## src/rtl/spi_flash_reader.sv

```systemverilog
// Mode-0 single-bit SPI flash word reader: issues 0x03 + 24-bit address and
// returns the following four bytes as a little-endian 32-bit word.
module spi_flash_reader #(
    parameter int CLK_DIV = 2
) (
    input  logic        clk,
    input  logic        rst_n,
    input  logic        req_valid,
    output logic        req_ready,
    input  logic [23:0] req_addr,
    output logic        resp_valid,
    output logic [31:0] resp_data,
    output logic        busy,
    output logic        SPI_sck_o,
    output logic        SPI_sck_t,
    output logic        SPI_ss_o,
    output logic        SPI_ss_t,
    output logic        SPI_io0_o,
    output logic        SPI_io0_t,
    input  logic        SPI_io1_i,
    output logic        SPI_io1_t
);

    typedef enum logic [2:0] {
        IDLE,
        CS_SETUP,
        SHIFT,
        CS_HOLD,
        RESP,
        DESEL
    } state_t;

    localparam logic [7:0] DIV_LAST = 8'(CLK_DIV - 1);

    state_t      r_state;
    logic [7:0]  r_div;
    logic [5:0]  r_bit;
    logic [31:0] r_tx;
    logic [31:0] r_rx;
    logic        r_sck;
    logic        r_ss;
    logic        r_io0;
    logic        r_io0_t;
    logic        r_ready;
    logic        r_busy;
    logic        r_resp_valid;
    logic [31:0] r_resp_data;

    logic        w_div_done;
    logic        w_accept;
    logic [31:0] w_tx_load;

    assign w_div_done = (r_div == DIV_LAST);
    assign w_accept   = req_valid && r_ready;
    assign w_tx_load  = {8'h03, req_addr};

    always_ff @(posedge clk or negedge rst_n) begin
        if (!rst_n) begin
            r_state      <= IDLE;
            r_div        <= '0;
            r_bit        <= '0;
            r_tx         <= '0;
            r_rx         <= '0;
            r_sck        <= 1'b0;
            r_ss         <= 1'b1;
            r_io0        <= 1'b0;
            r_io0_t      <= 1'b1;
            r_ready      <= 1'b1;
            r_busy       <= 1'b0;
            r_resp_valid <= 1'b0;
            r_resp_data  <= '0;
        end else begin
            r_resp_valid <= 1'b0;
            r_div        <= r_div + 8'd1;
            case (r_state)
                IDLE: begin
                    r_div <= '0;
                    if (w_accept) begin
                        r_tx    <= w_tx_load;
                        r_rx    <= '0;
                        r_bit   <= '0;
                        r_ss    <= 1'b0;
                        r_io0   <= w_tx_load[31];
                        r_io0_t <= 1'b0;
                        r_ready <= 1'b0;
                        r_busy  <= 1'b1;
                        r_state <= CS_SETUP;
                    end
                end
                CS_SETUP: begin
                    if (w_div_done) begin
                        r_div   <= '0;
                        r_state <= SHIFT;
                    end
                end
                SHIFT: begin
                    if (w_div_done) begin
                        r_div <= '0;
                        r_sck <= ~r_sck;
                        if (!r_sck) begin
                            // Only the data phase (bits 32..63) is captured.
                            if (r_bit[5]) begin
                                r_rx <= {r_rx[30:0], SPI_io1_i};
                            end
                        end else begin
                            r_bit <= r_bit + 6'd1;
                            r_tx  <= {r_tx[30:0], 1'b0};
                            r_io0 <= r_tx[30];
                            if (r_bit == 6'd63) begin
                                r_state <= CS_HOLD;
                            end
                        end
                    end
                end
                CS_HOLD: begin
                    if (w_div_done) begin
                        r_div        <= '0;
                        r_ss         <= 1'b1;
                        r_io0_t      <= 1'b1;
                        r_resp_valid <= 1'b1;
                        r_resp_data  <= {r_rx[7:0], r_rx[15:8], r_rx[23:16], r_rx[31:24]};
                        r_state      <= RESP;
                    end
                end
                RESP: begin
                    r_div   <= '0;
                    r_state <= DESEL;
                end
                DESEL: begin
                    if (w_div_done) begin
                        r_div   <= '0;
                        r_ready <= 1'b1;
                        r_busy  <= 1'b0;
                        r_state <= IDLE;
                    end
                end
                default: begin
                    r_state <= IDLE;
                end
            endcase
        end
    end

    assign req_ready  = r_ready;
    assign busy       = r_busy;
    assign resp_valid = r_resp_valid;
    assign resp_data  = r_resp_data;
    assign SPI_sck_o  = r_sck;
    assign SPI_sck_t  = 1'b0;
    assign SPI_ss_o   = r_ss;
    assign SPI_ss_t   = 1'b0;
    assign SPI_io0_o  = r_io0;
    assign SPI_io0_t  = r_io0_t;
    assign SPI_io1_t  = 1'b1;

endmodule
```

## config.mk

```make
export PLATFORM = sky130hd
export DESIGN_NAME = spi_flash_reader
export DESIGN_NICKNAME = d
export VERILOG_FILES = /design/src/rtl/spi_flash_reader.sv
export SDC_FILE = /design/constraint.sdc
export NUM_CORES = 1
export LEC_CHECK = 0
export ABC_CLOCK_PERIOD_IN_PS = 2000
export BUFFER_PORTS_ARGS = -buffer_cell sky130_fd_sc_hd__buf_2
export CORE_MARGIN = 1
export CORE_UTILIZATION = 49
export CTS_CLUSTER_DIAMETER = 100
export DETAILED_ROUTE_END_ITERATION = 6
export PLACE_DENSITY = 0.81
export SETUP_SLACK_MARGIN = 0.4
export SKIP_LAST_GASP = 1
export SLEW_MARGIN = 0
export SYNTH_ARGS = -nofsm -noshare
export SYNTH_HDL_FRONTEND = slang
export SYNTH_SLANG_ARGS = --single-unit
```

## constraint.sdc

```tcl
create_clock -name clk -period 2 [get_ports clk]
set_input_delay 0.2 -clock clk [delete_from_list [all_inputs] [get_ports clk]]
set_output_delay 0.2 -clock clk [all_outputs]
set_load 0.02 [all_outputs]
```

Yosys cells after proc, flatten, opt, wreduce, memory -nomap -nowiden
Index checks and enable logic that the tools add are counted.
Storage, ports and cells
  register bits: 118
Operators by class
  add/subtract/negate cells: 2
  equal/unequal tests: 16
  mux-type cells: 35
  bitwise operators: 1
  reduce and logical (&&, ||, !) cells: 14
Operator list (count)
  32-bit 2-to-1 mux: 4
  31-bit 2-to-1 mux: 3
  32-bit case mux with 2 select lines: 1
  31-bit case mux with 2 select lines: 1
  3-bit 2-to-1 mux: 7
  6-bit 2-to-1 mux: 3
  2-bit inequality test, second input constant: 9
  3-bit case mux with 6 select lines: 1
  8-bit case mux with 2 select lines: 1
  6-bit case mux with 2 select lines: 1
  8-bit by 1-bit adder with 8-bit output, second input constant: 1
  8-bit by 1-bit == test with 1-bit output, second input constant: 1
  1-bit 2-to-1 mux: 8
  8-bit 2-to-1 mux: 1
  1-bit case mux with 2 select lines: 4
  7-bit AND reduction: 1
  6-bit by 1-bit adder with 6-bit output, second input constant: 1
  3-bit by 2-bit == test with 1-bit output, second input constant: 2
  3-bit == test, second input constant: 2
  6-bit == test, second input constant: 1
  3-bit AND reduction: 2
  2-bit nonzero test: 3
  5-bit AND reduction: 1
  2-bit AND reduction: 2
  other kinds (7): 7

Depth between registers and ports, before layout
Gate-level depths: netlist (run 1).
  depth in word-level cells: 5
  mapped depth: 8
  gate-level depth less buffers: 7

Worst setup path after synthesis (run 1)
No wires, ideal clock.
  path kind: reg-to-reg
  start: reg r_div[1]
  end: reg r_resp_data[10] (netlist: resp_data[10])
  setup time: 0.125 ns
  data arrival time: 1.918 ns
  slack: -0.043 ns
  stages on the path, launching flop included: 9
  buffers on the path: 2
  clock period less this slack: 2.043 ns
  path through: dfrtp_1 inv_1 ha_1 nor3b_2 nand3_4 or3_1 buf_6 buf_12 mux2_4
Between the ends
  cells in the longest elaborated chain, start to end: 2
Ends and longest elaborated chain
  start, declared: RTL line 36  | logic [7:0] r_div;
  start signal, assigned: RTL line 74  | r_div <= r_div + 8'd1;
  8-bit by 1-bit == test with 1-bit output: RTL line 53  | assign w_div_done = (r_div == DIV_LAST);
  2-bit AND reduction (no line)
  end signal, assigned: RTL line 121  | r_resp_data <= {r_rx[7:0], r_rx[15:8], r_rx[23:16], r_rx[31:24]};
  end, declared: RTL line 47  | logic [31:0] r_resp_data;
No other way between the ends.
A chain may end at the register's enable or synchronous reset.

Worst setup path in the final report (run 1)
  start: reg r_div[1]
  end: reg r_resp_data[1] (netlist: resp_data[1])
Same word-level chain as after synthesis.

==> results.sh, run 1 <==
export IMPL_status="complete, but fails checks"
export IMPL_violations="setup timing"
export IMPL_instances_no_fill=683
export IMPL_synthToLayoutAreaGrowth_pct=41.3
export IMPL_total_power_mw=5.70
export IMPL_dp_cells=614
export IMPL_yosysMostFrequentCell="dfrtp_1"
export IMPL_insertion_delay_ps=530
export IMPL_yosysUniqueCellTypes=50
export IMPL_synth_seq_cells=118
export IMPL_leakage_nw=3.54
export IMPL_dp_hpwl_um=6300
export IMPL_grt_pass1_wl_um=18500
export IMPL_h_tree_depth=4
export IMPL_fp_dieH_um=105
export IMPL_worstSetupEndpointType="flop"
export IMPL_setup_violations=42
export IMPL_rsz0062_at_grt="true"
export IMPL_drv_slew=0
export IMPL_yosys_area_top_type_share_pct=55.9
export IMPL_ys_seq_area_share_pct=56.9
export IMPL_routed_via_count=3689
export IMPL_fin_ws_ps=-74.4
export IMPL_start_kind="flop"
export IMPL_holdPathStages=3
export IMPL_nNetsFinal=565
export IMPL_regToRegEndpoint="resp_data[1]$_DFFE_PN0P_"
export IMPL_final_util_pct=71.4
export IMPL_yosys_top_cells_area="dfrtp_1, mux2_2, mux2_4"
export IMPL_min_period_ps=2070
export IMPL_hold_path_class="primary input to flop"
export IMPL_fin_crit_sh_pct=104
export IMPL_routed_wl_um=12900
export IMPL_antenna_found_initial=0
export IMPL_slew_headroom_pct=65.1
export IMPL_finalClockSkew_ps=9.08
export IMPL_grt_overflow_total=0
export IMPL_fmax_ghz=0.482
export IMPL_holdCritStartpoint="req_addr[14]"
export IMPL_routedWlPerCell_um=18.9
export IMPL_reg2regPathDepth=7
export IMPL_yosys_top_cells_count="dfrtp_1, nand2_1, mux2_2"
export IMPL_vias_per_cell=5.40
export IMPL_track_usage_pct=21.7
export IMPL_cts_root_buf="clkbuf_8"
export IMPL_synth_area_leader_cell="dfrtp_1"
export IMPL_first_pass_iters=4
export IMPL_ios=70
export IMPL_r2r_setup_slack_ps=-70
export IMPL_ys_warn_count=0
export IMPL_post_dp_cell_area_sq_mm=0.00578
export IMPL_n_antenna_cell=0
export IMPL_drtIter0Drc=161
export IMPL_cts_tree="yes"
export IMPL_hold_viol=0
export IMPL_cp_arrival_ps=2480
export IMPL_tightest_slew_ps=523
export IMPL_cts_sinks=118
export IMPL_worstSetupPathType="flop to flop"
export IMPL_clockBufferDepth=2
export IMPL_syn_area_per_cell_sq_um=12.5
export IMPL_powerDensity_mw_per_mm2=777
export IMPL_gp_congestion=0.704
export IMPL_synth_edf_count=0
export IMPL_reg2reg_from="r_div[1]$_DFF_PN0_"
export IMPL_start_util_pct=50.5
export IMPL_rows=37
export IMPL_synth_ff_type="dfrtp_1"
export IMPL_crit_path_max_fanout=14
export IMPL_grt_pass1_vias=3746
export IMPL_fin_area_sq_mm=0.00734
export IMPL_drv_cap=0
export IMPL_portBuffers=66
export IMPL_fp_coreArea_sq_mm=0.0103
export IMPL_required_ps=2410
export IMPL_netlist_area_sq_mm=0.00519
export IMPL_die_area_sq_mm=0.0110
export IMPL_die_w_um=105
export IMPL_drive_gt1_share_pct=57.2
export IMPL_irDropWorstVdd_mv=0.560
export IMPL_synthArstFlopShare_pct=100
export IMPL_clk_pin_slew_worst_paths_ps=60
export IMPL_whs_endpoint="r_tx[14]$_DFFE_PN0P_"
export IMPL_remaining_drc_errors=0
export IMPL_antenna_left=0
export IMPL_cts_inserted_buffers=17
export IMPL_grt_max_degree=48
export IMPL_syn_inst=416
-- sequential cells by signal (all words and copies together) (netlist names) --
name        count
SPI_io0_o       1
SPI_io0_t       1
resp_valid      1
r_bit           6
resp_data      32
busy            1
r_state         3
r_div           8
r_rx           32
req_ready       1
SPI_sck_o       1
r_tx           31
-- per-stage QoR --
step	TNS, ps	hold slack (ps)	worst slack (ps)
global route	-4250	16.0	-125
detailed placement	-1770	209	-70.0
finish	-1560	25.7	-74.4
global placement	0	201	0.0580
CTS	0	21.3	20.7
floorplan	0	-95.6	7.48
-- per-layer routing --
| metal | up-vias | share of wire (%) | track usage, % |
|---|---|---|---|
| met5 | - | 0 | 0 |
| met4 | 0 | 3.3 | 7.04 |
| met2 | 107 | 53 | 38.2 |
| li1 | 1682 | - | - |
| met3 | 37 | 4.4 | 7.17 |
| met1 | 1863 | 39 | 24.7 |
-- what timing repair did --
action	CTS	global route
endpoints found under the setup margin	112	114
gates cloned	5	7
gates resized for setup	35	124
hold buffers	3	0
pin swaps	5	41
setup buffers	12	10
endpoints found under the hold margin	35	0
-- area by class of cell --
cell class	instances	area, sq um
clock buffers	17	414
clock inverters	15	194
fillers	644	2940
inverters	5	21.3
multi-input cells	265	2430
flip-flops and latches	118	2960
well taps	136	170
repair buffers	127	1150
-- cell families after synthesis --
family          synth area share, %
mux                            19.4
compound gates                 7.52
simple gates                   9.98
xor+xnor                       1.35
fa+ha+maj                     0.723
flops                          56.9
buf+inv                        4.00
other cells                   0.145
-- worst max-delay path: stages, from the launching register on --
cell,delay [ps]
dfrtp_1,400
inv_2,90
ha_4,120
nor3b_4,260
nand3_4,100
or3_4,480
buf_12,200
mux2_4,310
-- worst max path at each step --
| stage | startpoint | to | slack [ps] | cells after the start |
|---|---|---|---|---|
| finish | r_div[1]$_DFF_PN0_ | resp_data[1]$_DFFE_PN0P_ | -70 | 7 |
| CTS | r_div[1]$_DFF_PN0_ | resp_data[27]$_DFFE_PN0P_ | 20 | 7 |
| floorplan | r_div[1]$_DFF_PN0_ | resp_data[10]$_DFFE_PN0P_ | 7 | 8 |
| detailed placement | r_div[1]$_DFF_PN0_ | resp_data[1]$_DFFE_PN0P_ | -70 | 7 |
| global route | r_div[1]$_DFF_PN0_ | resp_data[27]$_DFFE_PN0P_ | -120 | 7 |
| global placement | r_div[1]$_DFF_PN0_ | resp_data[16]$_DFFE_PN0P_ | 0.06 | 7 |
-- layout by cell type (no fill, tap or decap), types with 7 or more instances in the layout --
cell | synthesis | layout
a22o_1 | 7 | 7
buf_12 | 3 | 7
buf_2 | 7 | 65
buf_4 | 4 | 23
buf_6 | 1 | 18
clkbuf_16 | 0 | 21
dfrtp_1 | 116 | 116
mux2_2 | 48 | 47
mux2_4 | 29 | 30
nand2_1 | 71 | 37
nand2_2 | 0 | 11
nand2_4 | 0 | 23
nor2_1 | 10 | 10
o21ai_1 | 0 | 9
o21ai_2 | 0 | 23
-- power by group --
group | internal (mW) | switching, mW
combinational | 0.0637 | 0.0726
clock | 1.93 | 1.21
sequential | 2.41 | 0.0115
total | 4.41 | 1.29
Power figures use the tool's default switching activity.
==> run 2: changes to the inputs <==
--- a/config.mk
+++ b/config.mk
@@ -12,6 +12,7 @@
 export CTS_CLUSTER_DIAMETER = 100
 export DETAILED_ROUTE_END_ITERATION = 6
 export PLACE_DENSITY = 0.81
+export REMOVE_ABC_BUFFERS = 1
 export SETUP_SLACK_MARGIN = 0.4
 export SKIP_LAST_GASP = 1
 export SLEW_MARGIN = 0
==> run 2 against run 1 <==
Net effect:
- the run now ends clean
- utilization decreased by 4.6 points
- total power decreased by 2.0%
- worst hold slack better by 15 ps
- via count up 0.16%
- setup slack better by 76 ps
- register-to-register slack better by 80 ps
- sequential share of layout area grew 2.8 points
- critical path depth unchanged
- sequential power hardly changed
- combinational power hardly changed
- maximum frequency up 3.8%
- critical path type unchanged
- largest power group unchanged
==> results.sh, run 2 (synthesis results as in run 1) <==
export IMPL_grt_pass1_vias=3527
export IMPL_finalClockSkew_ps=9.30
export IMPL_crit_path_max_fanout=14
export IMPL_start_util_pct=50.5
export IMPL_fin_hold_ws_ps=41.1
export IMPL_min_period_ps=2000
export IMPL_first_pass_iters=5
export IMPL_grt_max_degree=44
export IMPL_vias_per_cell=5.53
export IMPL_slew_headroom_pct=61.5
export IMPL_drive_gt1_share_pct=45.5
export IMPL_post_dp_cell_area_sq_mm=0.00578
export IMPL_fp_dieH_um=105
export IMPL_clockBufferDepth=2
export IMPL_fmax_ghz=0.500
export IMPL_final_cell_mix="dfrtp_1, nand2_1, buf_2"
export IMPL_nNetsFinal=550
export IMPL_synthToLayoutAreaGrowth_pct=32.2
export IMPL_track_usage_pct=20.3
export IMPL_worstSetupPathType="flop to flop"
export IMPL_leakage_nw=3.35
export IMPL_routed_wl_um=12700
export IMPL_fin_crit_sh_pct=99.9
export IMPL_die_area_sq_mm=0.0110
export IMPL_routedWlPerCell_um=19.0
export IMPL_remaining_drc_errors=0
export IMPL_fin_area_sq_mm=0.00687
export IMPL_cts_root_buf="clkbuf_8"
export IMPL_antenna_found_initial=0
export IMPL_status="complete, no violations"
export IMPL_irDropWorstVdd_mv=0.781
export IMPL_required_ps=2400
export IMPL_cpLargestDelayFamily="simple AND/OR/NAND/NOR gates"
export IMPL_cts_sinks=118
export IMPL_insertion_delay_ps=520
export IMPL_powerDensity_mw_per_mm2=814
export IMPL_reg2reg_from="r_div[1]$_DFF_PN0_"
export IMPL_clk_pin_slew_worst_paths_ps=60
export IMPL_timing_critical_path_cells="inv_1, ha_1, nor3b_4, nand3_4, or3_4, buf_12, mux2_4"
export IMPL_tightest_slew_ps=577
export IMPL_rows=37
export IMPL_ios=70
export IMPL_start_kind="flop"
export IMPL_gp_congestion=0.746
export IMPL_die_w_um=105
export IMPL_antenna_left=0
export IMPL_grt_overflow_total=0
export IMPL_cp_arrival_ps=2390
export IMPL_r2r_setup_slack_ps=2
export IMPL_regToRegEndpoint="resp_data[3]$_DFFE_PN0P_"
export IMPL_crit_slowest_cell="or3_4"
export IMPL_cpPeakStageDelay_ps=420
export IMPL_rsz0062_at_grt="true"
export IMPL_whs_endpoint="r_tx[4]$_DFFE_PN0P_"
export IMPL_grt_pass1_wl_um=17300
export IMPL_n_antenna_cell=0
export IMPL_cts_tree="yes"
export IMPL_reg2regPathDepth=7
export IMPL_hold_viol=0
export IMPL_h_tree_depth=4
export IMPL_dp_hpwl_um=6070
export IMPL_drv_cap=0
export IMPL_hold_path_class="primary input to flop"
export IMPL_holdCritStartpoint="req_addr[4]"
export IMPL_routed_via_count=3695
export IMPL_layout_commonest_cell="dfrtp_1"
export IMPL_drv_slew=0
export IMPL_cts_inserted_buffers=17
export IMPL_fp_coreArea_sq_mm=0.0103
export IMPL_drtIter0Drc=289
export IMPL_setup_violations=0
export IMPL_fin_tns_setup_ps=0
export IMPL_path_buf_inv=2
export IMPL_final_util_pct=66.8
export IMPL_worstSetupEndpointType="flop"
export IMPL_portBuffers=66
export IMPL_holdPathStages=3
[run 2: cell count changes in the layout (fill, tap and decap cells not counted), moves of 4 or more]
cell | before | now
o21ai_0 | 0 | 24
nand2_1 | 37 | 70
o21ai_2 | 23 | 3
nand2_2 | 11 | 1
o21ai_1 | 9 | 5
buf_6 | 18 | 3
nand2_4 | 23 | 0
[run 2: power by group]
group | switching, mW | internal, mW
sequential | 0.0112 | 2.41
combinational | 0.0714 | 0.0651
clock | 1.19 | 1.84
[run 2: layer usage]
layer,vias to the layer above,GRT usage (%),part of all wire (%)
li1,1647,-,-
met1,1863,26.1,42
met2,153,33.0,50
met3,32,4.74,5.6
met4,0,9.05,2.7
met5,-,0,0
[run 2: per-stage QoR]
step / cells / setup WS (ps) / power [mW]
final: 668 / 1.83 / 5.59
after global routing: 668 / -69.2 / 5.74
after CTS: 650 / 25.1 / 5.61
after detailed placement: 613 / -31.5 / 2.60
after global placement: 613 / -11.5 / 2.59
after floorplan: 388 / -2020 / 2.51
[run 2: worst reg2reg max path: cells and delay by family (launching register included)]
kind	cells	cell delay, ps
adder cells (fa/ha/maj)	1	140
flip-flops	1	390
AND/OR/NAND/NOR	3	780
multiplexers	1	320
buffers and inverters	2	250
[run 2: area by class of cell]
class                           instances  area [sq um]
Sequential cell                       118          2960
Inverter                                5          18.8
Tap cell                              136           170
Multi-Input combinational cell        265          2140
Fill cell                             713          3410
Timing Repair Buffer                  112           990
Clock buffer                           18           428
Clock inverter                         14           165
[run 2: worst max path at each step]
stage,from,cells past startpoint,endpoint
5_1_grt,r_div[1]$_DFF_PN0_,7,resp_data[3]$_DFFE_PN0P_
4_1_cts,r_div[1]$_DFF_PN0_,7,resp_data[29]$_DFFE_PN0P_
2_1_floorplan,r_state[1]$_DFFE_PN0P_,3,r_rx[0]$_DFFE_PN0P_
3_3_place_gp,r_div[1]$_DFF_PN0_,7,resp_data[19]$_DFFE_PN0P_
3_5_place_dp,r_div[1]$_DFF_PN0_,7,resp_data[10]$_DFFE_PN0P_
6_report,r_div[1]$_DFF_PN0_,7,resp_data[3]$_DFFE_PN0P_
[run 2: repair_timing]
| item | 4_1_cts | 5_1_grt |
|---|---|---|
| cloned | 2 | 10 |
| resized for setup | 7 | 31 |
| pin swaps | 2 | 8 |
| endpoints found under the hold margin | 42 | 0 |
| setup buffers | 0 | 8 |
| hold buffers | 3 | 0 |
| endpoints found under the setup margin | 114 | 115 |
==> run 3: changes to the inputs <==
--- a/config.mk
+++ b/config.mk
@@ -5,13 +5,14 @@
 export SDC_FILE = /design/constraint.sdc
 export NUM_CORES = 1
 export LEC_CHECK = 0
-export ABC_CLOCK_PERIOD_IN_PS = 2000
+export ABC_CLOCK_PERIOD_IN_PS = 2560
 export BUFFER_PORTS_ARGS = -buffer_cell sky130_fd_sc_hd__buf_2
+export CELL_PAD_IN_SITES_DETAIL_PLACEMENT = 0
+export CELL_PAD_IN_SITES_GLOBAL_PLACEMENT = 2
 export CORE_MARGIN = 1
-export CORE_UTILIZATION = 49
-export CTS_CLUSTER_DIAMETER = 100
+export CORE_UTILIZATION = 42
 export DETAILED_ROUTE_END_ITERATION = 6
-export PLACE_DENSITY = 0.81
+export PLACE_DENSITY = 0.94
 export REMOVE_ABC_BUFFERS = 1
 export SETUP_SLACK_MARGIN = 0.4
 export SKIP_LAST_GASP = 1
==> constraint.sdc (replaced) <==
create_clock -name clk -period 2.56 [get_ports clk]
set_input_delay 0.256 -clock clk [delete_from_list [all_inputs] [get_ports clk]]
set_output_delay 0.256 -clock clk [all_outputs]
set_load 0.02 [all_outputs]
==> run 3 against run 2 <==
Net effect:
- flip-flop and latch count did not move
- register-to-register slack improved by 530 ps
- critical endpoint is now r_tx[1]$_DFFE_PN0P_
- clock skew rose by 3.0 ps
- non-clock buffer count fell by 34
- wire length fell by 29%
==> results.sh, run 3 (synthesis results as in run 1) <==
export IMPL_status="complete, no violations"
export IMPL_fill_cells=1037
export IMPL_clockBufferDepth=2
export IMPL_irDropWorstVdd_mv=0.306
export IMPL_fin_crit_sh_pct=79.2
export IMPL_slew_headroom_pct=56.8
export IMPL_die_area_sq_mm=0.0128
export IMPL_fin_hold_ws_ps=61.3
export IMPL_holdPathStages=3
export IMPL_cts_tree="yes"
export IMPL_routed_via_count=3232
export IMPL_gp_congestion=0.713
export IMPL_remaining_drc_errors=0
export IMPL_nNetsFinal=516
export IMPL_drive_gt1_share_pct=39.6
export IMPL_drv_cap=0
export IMPL_fmax_ghz=0.493
export IMPL_n_antenna_cell=0
export IMPL_start_util_pct=43.2
export IMPL_powerDensity_mw_per_mm2=712
export IMPL_crit_path_max_fanout=30
export IMPL_required_ps=2840
export IMPL_fin_tns_setup_ps=0
export IMPL_dp_cells=610
export IMPL_grt_overflow_total=0
export IMPL_regToRegEndpoint="r_tx[1]$_DFFE_PN0P_"
export IMPL_start_kind="flop"
export IMPL_rows=40
export IMPL_insertion_delay_ps=410
export IMPL_fin_ws_ps=533
export IMPL_dp_hpwl_um=5770
export IMPL_critPathLaunch="r_div[6]$_DFF_PN0_"
export IMPL_h_tree_depth=4
export IMPL_hold_path_class="primary input to flop"
export IMPL_drtIter0Drc=258
export IMPL_cts_sinks=118
export IMPL_ios=70
export IMPL_tightest_slew_ps=647
export IMPL_routedWlPerCell_um=14.0
export IMPL_leakage_nw=3.10
export IMPL_clk_pin_slew_worst_paths_ps=50
export IMPL_vias_per_cell=5.01
export IMPL_whs_endpoint="r_rx[0]$_DFFE_PN0P_"
export IMPL_r2r_setup_slack_ps=530
export IMPL_cts_inserted_buffers=17
export IMPL_dp_slack_ps=232
export IMPL_grt_pass1_vias=3246
export IMPL_first_pass_iters=4
export IMPL_die_w_um=113
export IMPL_finalClockSkew_ps=12.3
export IMPL_reg2regPathDepth=6
export IMPL_setup_violations=0
export IMPL_reg2reg_from="r_div[6]$_DFF_PN0_"
export IMPL_antenna_found_initial=0
export IMPL_routed_wl_um=9060
export IMPL_grt_pass1_wl_um=15900
export IMPL_worstSetupPathType="flop to flop"
export IMPL_cts_root_buf="clkbuf_16"
export IMPL_final_cell_mix="dfrtp_1, nand2_1, buf_2"
export IMPL_portBuffers=66
export IMPL_holdCritStartpoint="SPI_io1_i"
export IMPL_layout_commonest_cell="dfrtp_1"
export IMPL_cp_arrival_ps=2310
export IMPL_synthToLayoutAreaGrowth_pct=21.7
export IMPL_min_period_ps=2030
export IMPL_rsz0062_at_grt="false"
export IMPL_hold_viol=0
export IMPL_fp_dieH_um=113
export IMPL_instances_no_fill=645
export IMPL_antenna_left=0
export IMPL_worstSetupEndpointType="flop"
export IMPL_total_power_mw=4.50
export IMPL_track_usage_pct=15.8
export IMPL_fp_coreArea_sq_mm=0.0120
export IMPL_drv_slew=0
export IMPL_grt_max_degree=65
run 3: timing repair:
item	CTS	global route
hold endpoints to repair	44	0
endpoints found under the setup margin	32	31
buffers inserted	1	1
pin swaps	1	0
resized for setup	3	1
hold buffers	1	0
run 3: stage by stage:
stage                     util [%]  cell area [sq um]
after floorplan                  -               5010
after global placement        47.0               5650
after detailed placement      47.0               5650
after CTS                     52.5               6310
after global routing          52.6               6320
final                         52.6               6320
run 3: worst max path at each step:
stage | to | slack, ps | cells after the start
2_1_floorplan | r_rx[0]$_DFFE_PN0P_ | -1460 | 3
3_3_place_gp | resp_data[19]$_DFFE_PN0P_ | 310 | 5
3_5_place_dp | resp_data[25]$_DFFE_PN0P_ | 230 | 5
4_1_cts | r_rx[2]$_DFFE_PN0P_ | 500 | 5
5_1_grt | r_tx[1]$_DFFE_PN0P_ | 400 | 8
6_report | r_tx[1]$_DFFE_PN0P_ | 530 | 6
run 3: cell type report:
cell class | instances | area [sq um] | share of cell area (%)
timing repair buffer | 78 | 470 | 7.45
inverter | 5 | 18.8 | 0.297
multi-input combinational | 265 | 2060 | 32.6
clock buffer | 18 | 429 | 6.79
clock inverter | 14 | 200 | 3.17
sequential | 118 | 2960 | 46.8
tap | 147 | 184 | 2.91
run 3: layer usage:
| layer | wire length (um) | GRT usage, % | part of all wire, % | up-vias |
|---|---|---|---|---|
| li1 | - | - | - | 1570 |
| met1 | 4270 | 21.3 | 47 | 1601 |
| met2 | 4420 | 24.3 | 49 | 53 |
| met3 | 288 | 3.54 | 3.2 | 8 |
| met4 | 85 | 7.72 | 0.94 | 0 |
| met5 | 0 | 0 | 0 | - |
run 3: where the power goes:
| group | total, mW | internal [mW] | switching [mW] | leakage, nW |
|---|---|---|---|---|
| Combinational | 0.100 | 0.0467 | 0.0537 | 1.41 |
| Sequential | 1.89 | 1.89 | 0.00864 | 1.39 |
| Clock | 2.50 | 1.64 | 0.865 | 0.298 |
run 3: worst max-delay path: stages (launching register included):
cell and delay [ps]:
dfrtp_1 430, nor4_4 380, buf_4 200, nand2_1 120, a21oi_4 200, buf_12 200
mux2_2 360
